[src/rtl/track_tile_locator.sv]
// track_tile_locator: maps each displayed pixel to the lane / map row of the
// ground tile under it. A per-line restoring divider produces the perspective
// reciprocal FOCAL/line_y once per line; the pixel path is then a 3-stage
// multiply/shift/constant-divide pipeline with no backpressure.
//
// Build option: define TRACK_ROW_WRAP_EN to wrap the row index modulo ROWS
// (map ring buffer). Without it, rows >= ROWS are reported out of range.
//
// Handshakes:
//   line_start is a one-cycle command accepted in any state. line_ready is a
//   level that stays high while the reciprocal for the latched line is valid.
//   pix_valid qualifies px/y_ball in the same cycle. out_valid qualifies
//   index_x/index_y/in_range exactly 3 cycles later. There is no ready path.
module track_tile_locator #(
    parameter int LANES   = 5,
    parameter int TILE_W  = 80,
    parameter int TILE_H  = 80,
    parameter int CX      = 180,
    parameter int FOCAL   = 480,
    parameter int PX_MIN  = 1,
    parameter int PX_MAX  = 399,
    parameter int PY_MIN  = 35,
    parameter int PY_MAX  = 479,
    parameter int DEPTH_K = 85,
    parameter int ROW_OFS = 80,
    parameter int ROWS    = 16,
    parameter int RB      = 16,
    localparam int QW     = RB + 10,
    localparam int IXW    = $clog2(LANES + 1),
    localparam int IYW    = $clog2(ROWS) + 1
) (
    input  logic           clk,
    input  logic           rst,
    input  logic           line_start,
    input  logic [9:0]     line_y,
    output logic           line_ready,
    input  logic           pix_valid,
    input  logic [8:0]     px,
    input  logic [8:0]     y_ball,
    output logic           out_valid,
    output logic [IXW-1:0] index_x,
    output logic [IYW-1:0] index_y,
    output logic           in_range,
    output logic [1:0]     dbg_state
);

    localparam int CW  = $clog2(QW + 1);   // divider step counter width
    localparam int XW  = QW - RB + 12;     // world-coordinate width (signed)
    localparam int PW  = QW + 11;          // signed d * recip product width
    localparam int DPW = QW + 8;           // DEPTH_K * recip product width

    localparam logic [QW-1:0]        DIVIDEND = QW'(longint'(FOCAL) << RB);
    localparam logic [9:0]           PY_MIN_V = 10'(PY_MIN);
    localparam logic [9:0]           PY_MAX_V = 10'(PY_MAX);
    localparam logic [8:0]           PX_MIN_V = 9'(PX_MIN);
    localparam logic [8:0]           PX_MAX_V = 9'(PX_MAX);
    localparam logic [9:0]           CX_V     = 10'(CX);
    localparam logic signed [XW-1:0] CX_XW    = XW'(CX);
    localparam logic signed [XW-1:0] DK_XW    = XW'(DEPTH_K);
    localparam logic signed [XW-1:0] RO_XW    = XW'(ROW_OFS);
    localparam logic signed [XW-1:0] LANE_LIM = XW'(LANES * TILE_W);
    localparam logic [XW-1:0]        TW_XW    = XW'(TILE_W);
    localparam logic [XW-1:0]        TH_XW    = XW'(TILE_H);
    localparam logic [DPW-1:0]       DK_DPW   = DPW'(DEPTH_K);
`ifdef TRACK_ROW_WRAP_EN
    localparam logic [XW-1:0]        ROW_MASK = XW'(ROWS - 1);
`else
    localparam logic [XW-1:0]        ROWS_XW  = XW'(ROWS);
`endif

    typedef enum logic [1:0] {
        S_IDLE  = 2'd0,
        S_DIV   = 2'd1,
        S_READY = 2'd2
    } line_state_t;

    // ---------------- line state / divider ----------------
    line_state_t   state_q;
    logic [9:0]    line_y_q;
    logic          line_bad_q;
    logic          line_ready_q;
    logic [9:0]    rem_q;
    logic [QW-1:0] quo_q;
    logic [CW-1:0] cnt_q;
    logic [QW-1:0] recip_q;

    logic [10:0]   rem_sh;
    logic [9:0]    rem_d;
    logic [QW-1:0] quo_d;
    logic          line_bad_d;

    // One restoring-division step: shift the next dividend bit into the
    // partial remainder and subtract the divisor when it fits.
    always_comb begin
        rem_sh = {rem_q, quo_q[QW-1]};
        quo_d  = {quo_q[QW-2:0], 1'b0};
        rem_d  = rem_sh[9:0];
        if (rem_sh >= {1'b0, line_y_q}) begin
            rem_d    = 10'(rem_sh - {1'b0, line_y_q});
            quo_d[0] = 1'b1;
        end
        line_bad_d = (line_y < PY_MIN_V) || (line_y > PY_MAX_V);
    end

    // Line FSM: line_start always (re)loads; good lines divide for QW steps
    // and publish the quotient one cycle later, bad lines skip the divide.
    always_ff @(posedge clk or posedge rst) begin
        if (rst) begin
            state_q      <= S_IDLE;
            line_y_q     <= '0;
            line_bad_q   <= 1'b0;
            line_ready_q <= 1'b0;
            rem_q        <= '0;
            quo_q        <= '0;
            cnt_q        <= '0;
            recip_q      <= '0;
        end else if (line_start) begin
            state_q      <= S_DIV;
            line_y_q     <= line_y;
            line_bad_q   <= line_bad_d;
            line_ready_q <= 1'b0;
            rem_q        <= '0;
            quo_q        <= DIVIDEND;
            cnt_q        <= '0;
        end else begin
            case (state_q)
                S_DIV: begin
                    if (line_bad_q) begin
                        state_q      <= S_READY;
                        line_ready_q <= 1'b1;
                    end else if (cnt_q == CW'(QW)) begin
                        state_q      <= S_READY;
                        line_ready_q <= 1'b1;
                        recip_q      <= quo_q;
                    end else begin
                        rem_q <= rem_d;
                        quo_q <= quo_d;
                        cnt_q <= cnt_q + CW'(1);
                    end
                end
                S_IDLE, S_READY: ;
                default: state_q <= S_IDLE;
            endcase
        end
    end

    assign line_ready = line_ready_q;
    assign dbg_state  = state_q;

    // ---------------- pixel pipeline ----------------
    logic                 s1_v_q, s1_v_d;
    logic signed [9:0]    s1_dx_q, s1_dx_d;
    logic                 s1_pxok_q, s1_pxok_d;
    logic [QW-1:0]        s1_recip_q, s1_recip_d;
    logic                 s1_rdy_q, s1_rdy_d;
    logic                 s1_bad_q, s1_bad_d;
    logic [8:0]           s1_yb_q, s1_yb_d;

    logic                 s2_v_q, s2_v_d;
    logic signed [XW-1:0] s2_xw_q, s2_xw_d;
    logic signed [XW-1:0] s2_depth_q, s2_depth_d;
    logic                 s2_pxok_q, s2_pxok_d;
    logic                 s2_rdy_q, s2_rdy_d;
    logic                 s2_bad_q, s2_bad_d;
    logic [8:0]           s2_yb_q, s2_yb_d;

    logic                 out_valid_q, out_valid_d;
    logic [IXW-1:0]       index_x_q, index_x_d;
    logic [IYW-1:0]       index_y_q, index_y_d;
    logic                 in_range_q, in_range_d;

    logic signed [PW-1:0] prod;
    logic [DPW-1:0]       dprod;
    logic signed [XW-1:0] row_val;
    logic [XW-1:0]        row_idx;
    logic                 lane_ok;
    logic                 row_ok;

    // S1: centre px on the vanishing point and snapshot the line state, so a
    // same-cycle line_start only affects later pixels.
    always_comb begin
        s1_v_d     = pix_valid;
        s1_dx_d    = $signed({1'b0, px}) - $signed(CX_V);
        s1_pxok_d  = (px >= PX_MIN_V) && (px <= PX_MAX_V);
        s1_recip_d = recip_q;
        s1_rdy_d   = line_ready_q;
        s1_bad_d   = line_bad_q;
        s1_yb_d    = y_ball;
    end

    // S2: perspective-correct world x and depth; full-width products so
    // nothing is lost before the fixed-point shift.
    always_comb begin
        prod       = $signed({{(PW-10){s1_dx_q[9]}}, s1_dx_q})
                   * $signed({{(PW-QW){1'b0}}, s1_recip_q});
        dprod      = {{(DPW-QW){1'b0}}, s1_recip_q} * DK_DPW;
        s2_v_d     = s1_v_q;
        s2_xw_d    = XW'(prod >>> RB) + CX_XW;
        s2_depth_d = $signed(XW'(dprod >> RB)) - DK_XW;
        s2_pxok_d  = s1_pxok_q;
        s2_rdy_d   = s1_rdy_q;
        s2_bad_d   = s1_bad_q;
        s2_yb_d    = s1_yb_q;
    end

    // S3: constant divides to tile indices, validity and all-ones marking.
    always_comb begin
        lane_ok   = s2_v_q && s2_rdy_q && !s2_bad_q && s2_pxok_q
                 && !s2_xw_q[XW-1] && (s2_xw_q < LANE_LIM);
        index_x_d = lane_ok ? IXW'($unsigned(s2_xw_q) / TW_XW) : '1;
        row_val   = $signed({{(XW-9){1'b0}}, s2_yb_q}) + s2_depth_q - RO_XW;
        row_idx   = $unsigned(row_val) / TH_XW;
        row_ok    = s2_v_q && s2_rdy_q && !s2_bad_q && !row_val[XW-1];
`ifdef TRACK_ROW_WRAP_EN
        index_y_d = row_ok ? IYW'(row_idx & ROW_MASK) : '1;
`else
        row_ok    = row_ok && (row_idx < ROWS_XW);
        index_y_d = row_ok ? IYW'(row_idx) : '1;
`endif
        in_range_d  = lane_ok && row_ok;
        out_valid_d = s2_v_q;
    end

    // Pipeline registers; reset flushes every stage.
    always_ff @(posedge clk or posedge rst) begin
        if (rst) begin
            s1_v_q      <= 1'b0;
            s1_dx_q     <= '0;
            s1_pxok_q   <= 1'b0;
            s1_recip_q  <= '0;
            s1_rdy_q    <= 1'b0;
            s1_bad_q    <= 1'b0;
            s1_yb_q     <= '0;
            s2_v_q      <= 1'b0;
            s2_xw_q     <= '0;
            s2_depth_q  <= '0;
            s2_pxok_q   <= 1'b0;
            s2_rdy_q    <= 1'b0;
            s2_bad_q    <= 1'b0;
            s2_yb_q     <= '0;
            out_valid_q <= 1'b0;
            index_x_q   <= '1;
            index_y_q   <= '1;
            in_range_q  <= 1'b0;
        end else begin
            s1_v_q      <= s1_v_d;
            s1_dx_q     <= s1_dx_d;
            s1_pxok_q   <= s1_pxok_d;
            s1_recip_q  <= s1_recip_d;
            s1_rdy_q    <= s1_rdy_d;
            s1_bad_q    <= s1_bad_d;
            s1_yb_q     <= s1_yb_d;
            s2_v_q      <= s2_v_d;
            s2_xw_q     <= s2_xw_d;
            s2_depth_q  <= s2_depth_d;
            s2_pxok_q   <= s2_pxok_d;
            s2_rdy_q    <= s2_rdy_d;
            s2_bad_q    <= s2_bad_d;
            s2_yb_q     <= s2_yb_d;
            out_valid_q <= out_valid_d;
            index_x_q   <= index_x_d;
            index_y_q   <= index_y_d;
            in_range_q  <= in_range_d;
        end
    end

    assign out_valid = out_valid_q;
    assign index_x   = index_x_q;
    assign index_y   = index_y_q;
    assign in_range  = in_range_q;

endmodule

[config.mk]
export PLATFORM = sky130hd
export DESIGN_NAME = track_tile_locator
export DESIGN_NICKNAME = d
export VERILOG_FILES = /design/src/rtl/track_tile_locator.sv
export SDC_FILE = /design/constraint.sdc
export NUM_CORES = 1
export LEC_CHECK = 0
export ABC_AREA = 1
export CAP_MARGIN = 10
export CORE_MARGIN = 1
export CORE_UTILIZATION = 59
export CTS_CLUSTER_DIAMETER = 40
export DETAILED_ROUTE_END_ITERATION = 8
export PLACE_DENSITY_LB_ADDON = 0.25
export SLEW_MARGIN = 20
export SYNTH_ARGS = -nofsm -noshare
export SYNTH_HDL_FRONTEND = slang
export SYNTH_SLANG_ARGS = --single-unit
[constraint.sdc]
create_clock -name clk -period 7.2 [get_ports clk]
set_clock_uncertainty 0.05 [all_clocks]
set_input_delay 1.44 -clock clk [delete_from_list [all_inputs] [get_ports clk]]
set_output_delay 1.44 -clock clk [all_outputs]
set_load 0.01 [all_outputs]
==> results.yml <==
run_status:
  outcome: "complete, but fails checks"
  violations: "design-rule violations, negative setup slack"
synth:
  syn_avg_cell_area_um2: 8.130
  async_flop_share_pct: 100.0
  ys_ff_latch: 189
  ys_warn_count: 0
  syn_area_um2: 21450
  yosysTopAreaCell: "fa_1"
  synth-seq-area-share_pct: 22.09
  synth.area.top_cells: "fa_1 (22%), dfrtp_1 (21%), ha_1 (12%)"
  yosysUniqueCellTypes: 61
  syn_nets: 3116
  synth_edf_count: 0
  synth_top_area_share_pct: 22.02
  ys.flop_type: "dfrtp_1"
  syn_inst: 2639
global_route:
  grt_pass1_vias: 17175
  grt_max_degree: 130
  grt_pass1_wl_um: 79870
  grt_util_all_layers_pct: 27.42
  antenna_found_initial: 4
  grt.overflow.total: 0
sta:
  grt_setup_unrepaired: "yes"
  hold_viol: 0
  min_period_over_period_pct: 104.3
  drv_slew: 0
  finalCriticalPeriod_ns: 7.513
  fmax_mhz: 133.1
  relSlewSlack_pct: 28.11
  fin_hold_ws_ns: 0.3020
  fin_ws_ns: -0.3131
  worst_slew_pin_slew_ns: 1.076
  finalSetupViolations: 4
drt:
  drt_wl_total_um: 48280
  vias_per_cell: 5.228
  dr.pass1.iters: 9
  drt-initial-drc-count: 881
  antenna_left: 0
  wire_per_inst_um: 14.88
  drc: 8
  via_count: 16961
clock_network:
  clk_pin_slew_ns: 0.09
  clock_latency_ns: 0.47
  cts-htree-levels: 4
  clock-sinks: 189
  ctsHoldBuffers: 0
  cts_made_buffers: 17
  clockBufferDepth: 2
  cts_tree: "done"
  root_buffer: "clkbuf_16"
power:
  p_per_area_nw_per_um2: 200.9
  power_uw: 4873
  vdd_ir_drop_max_uv: 291.4
  leakage_uw: 0.01406
place:
  hpwl_um: 38930
  io_buffers: 44
  place_inst: 3174
  place.gp.congestion: 0.9154
worst_setup_path:
  crit_top_cell: "a21oi_2"
  path_class: "register to register"
  worstPathArrival_ns: 7.81
  start_kind: "register"
  crit_required_ns: 7.49
  end_kind: "register"
  crit_path_max_incr_delay_ns: 0.56
  worstPathMaxFanout: 6
  critPathSlowestCell: "fa_1"
layout:
  area_delta_synth_final_pct: 13.03
  layout_common_cells: "inv_1 (624), nand2_1 (561), fa_1 (233)"
  finalNonFillerCells: 3244
  final_common_cell: "inv_1"
  drive_above_1_share_pct: 14.71
  fin_nets: 3245
min_path:
  hold_path.class: "register to register"
floorplanning:
  start_util_pct: 60.17
  die_h_um: 192.7
  die-width_um: 192.7
  core_um2: 35660
  die_area_um2: 37130
  std_cell_rows: 69
  top_level_ports: 45
job:
  cap_violations: 0
## power breakdown
| group | switching, µW | internal (µW) |
|---|---|---|
| logic | 1820 | 906 |
| registers | 34.5 | 1100 |
| clock network | 501 | 509 |
## layout make-up
type	instances	area (µm²)
clock inverter	15	215.2
inverter	667	2517
timing repair buffer	181	1564
multi-input combinational	1712	14200
tap	461	576.8
clock buffer	17	425.4
fill	2841	11400
sequential	189	4745
antenna	2	5.005
## kinds of logic after synthesis
| kind of cell | Yosys count | synth area share, % |
|---|---|---|
| xor gates and xnor gates | 98 | 4.176 |
| adders and majority gates | 445 | 34.21 |
| buffers and inverters | 738 | 12.94 |
| AOI/OAI and AO/OA | 230 | 6.456 |
| muxes | 1 | 0.06414 |
| DFF | 189 | 22.09 |
| and+or+nand+nor | 938 | 20.06 |
## cell usage after synthesis, types with 11 or more instances
master / n
o21ai_0: 71
nand3_1: 129
nor2_1: 59
clkbuf_1: 69
ha_1: 209
inv_1: 632
nand2_2: 80
inv_2: 29
dfrtp_1: 181
nand4_1: 25
xnor2_1: 26
nand2_4: 16
nand3_2: 20
fa_1: 236
nor3_1: 14
nand2_1: 566
a21o_1: 11
o22ai_1: 24
xor2_1: 67
a21oi_1: 72
## final timing paths
kind / start / slack [ns] / end / cells past startpoint
worst max-delay path: s1_dx_q[9]$_DFF_PP0_ / -0.31 / s2_xw_q[20]$_DFF_PP0_ / 42
worst min-delay path: s1_yb_q[0]$_DFF_PP0_ / 0.30 / s2_yb_q[0]$_DFF_PP0_ / 0
worst max register to register: s1_dx_q[9]$_DFF_PP0_ / -0.31 / s2_xw_q[20]$_DFF_PP0_ / 42
worst min register to register: s1_yb_q[0]$_DFF_PP0_ / 0.30 / s2_yb_q[0]$_DFF_PP0_ / 0
max in group asynchronous: rst / 4.14 / s1_recip_q[5]$_DFF_PP0_ / 3
min in group asynchronous: rst / 1.52 / s1_v_q$_DFF_PP0_ / 2
## state kept, by name, indices dropped and copies added (netlist names), 2 cells and up
register	count
s1_dx_q	10
rem_q	10
cnt_q	5
s2_depth_q	18
recip_q	26
quo_q	26
index_x	3
line_y_q	10
s1_recip_q	26
dbg_state	2
s1_yb_q	9
s2_yb_q	9
index_y	5
s2_xw_q	18
## stage by stage
step	setup slack (ns)	util (%)	area [µm²]	TNS [ns]
floorplan	-0.1436	-	21570	-0.1436
global placement	-0.3346	64.57	23020	-0.9199
detailed placement	-0.5306	64.57	23020	-1.855
CTS	-0.3334	67.33	24010	-0.8816
global route	-0.7326	68.00	24250	-3.136
finish	-0.3131	68.01	24250	-0.7866
## routing by layer
layer / vias up / wire [µm] / share of wire (%) / GRT usage, %
met5: - / 13 / 0.027 / 0
met4: 2 / 1507 / 3.1 / 10.24
met3: 92 / 2948 / 6.1 / 5.401
met2: 391 / 23840 / 49 / 46.13
met1: 8252 / 19970 / 41 / 34.88
li1: 8224 / - / - / -
## timing repair
item                                    CTS  global route
endpoints found under the setup margin    7            10
setup buffers                            24            14
gates resized for setup                  30            33
pin swaps                                34            56
cloned                                    1             0
## critical path, delay by kind of cell (launching register included)
family,cells,cell delay [ns]
AO/OA/AOI/OAI,11,1.47
buffers and inverters,11,0.69
flip-flops,1,0.37
adder cells (fa/ha/maj),6,2.85
AND/OR/NAND/NOR,12,1.65
XOR/XNOR,2,0.30
Note: power is estimated with default switching activity, not from simulation.
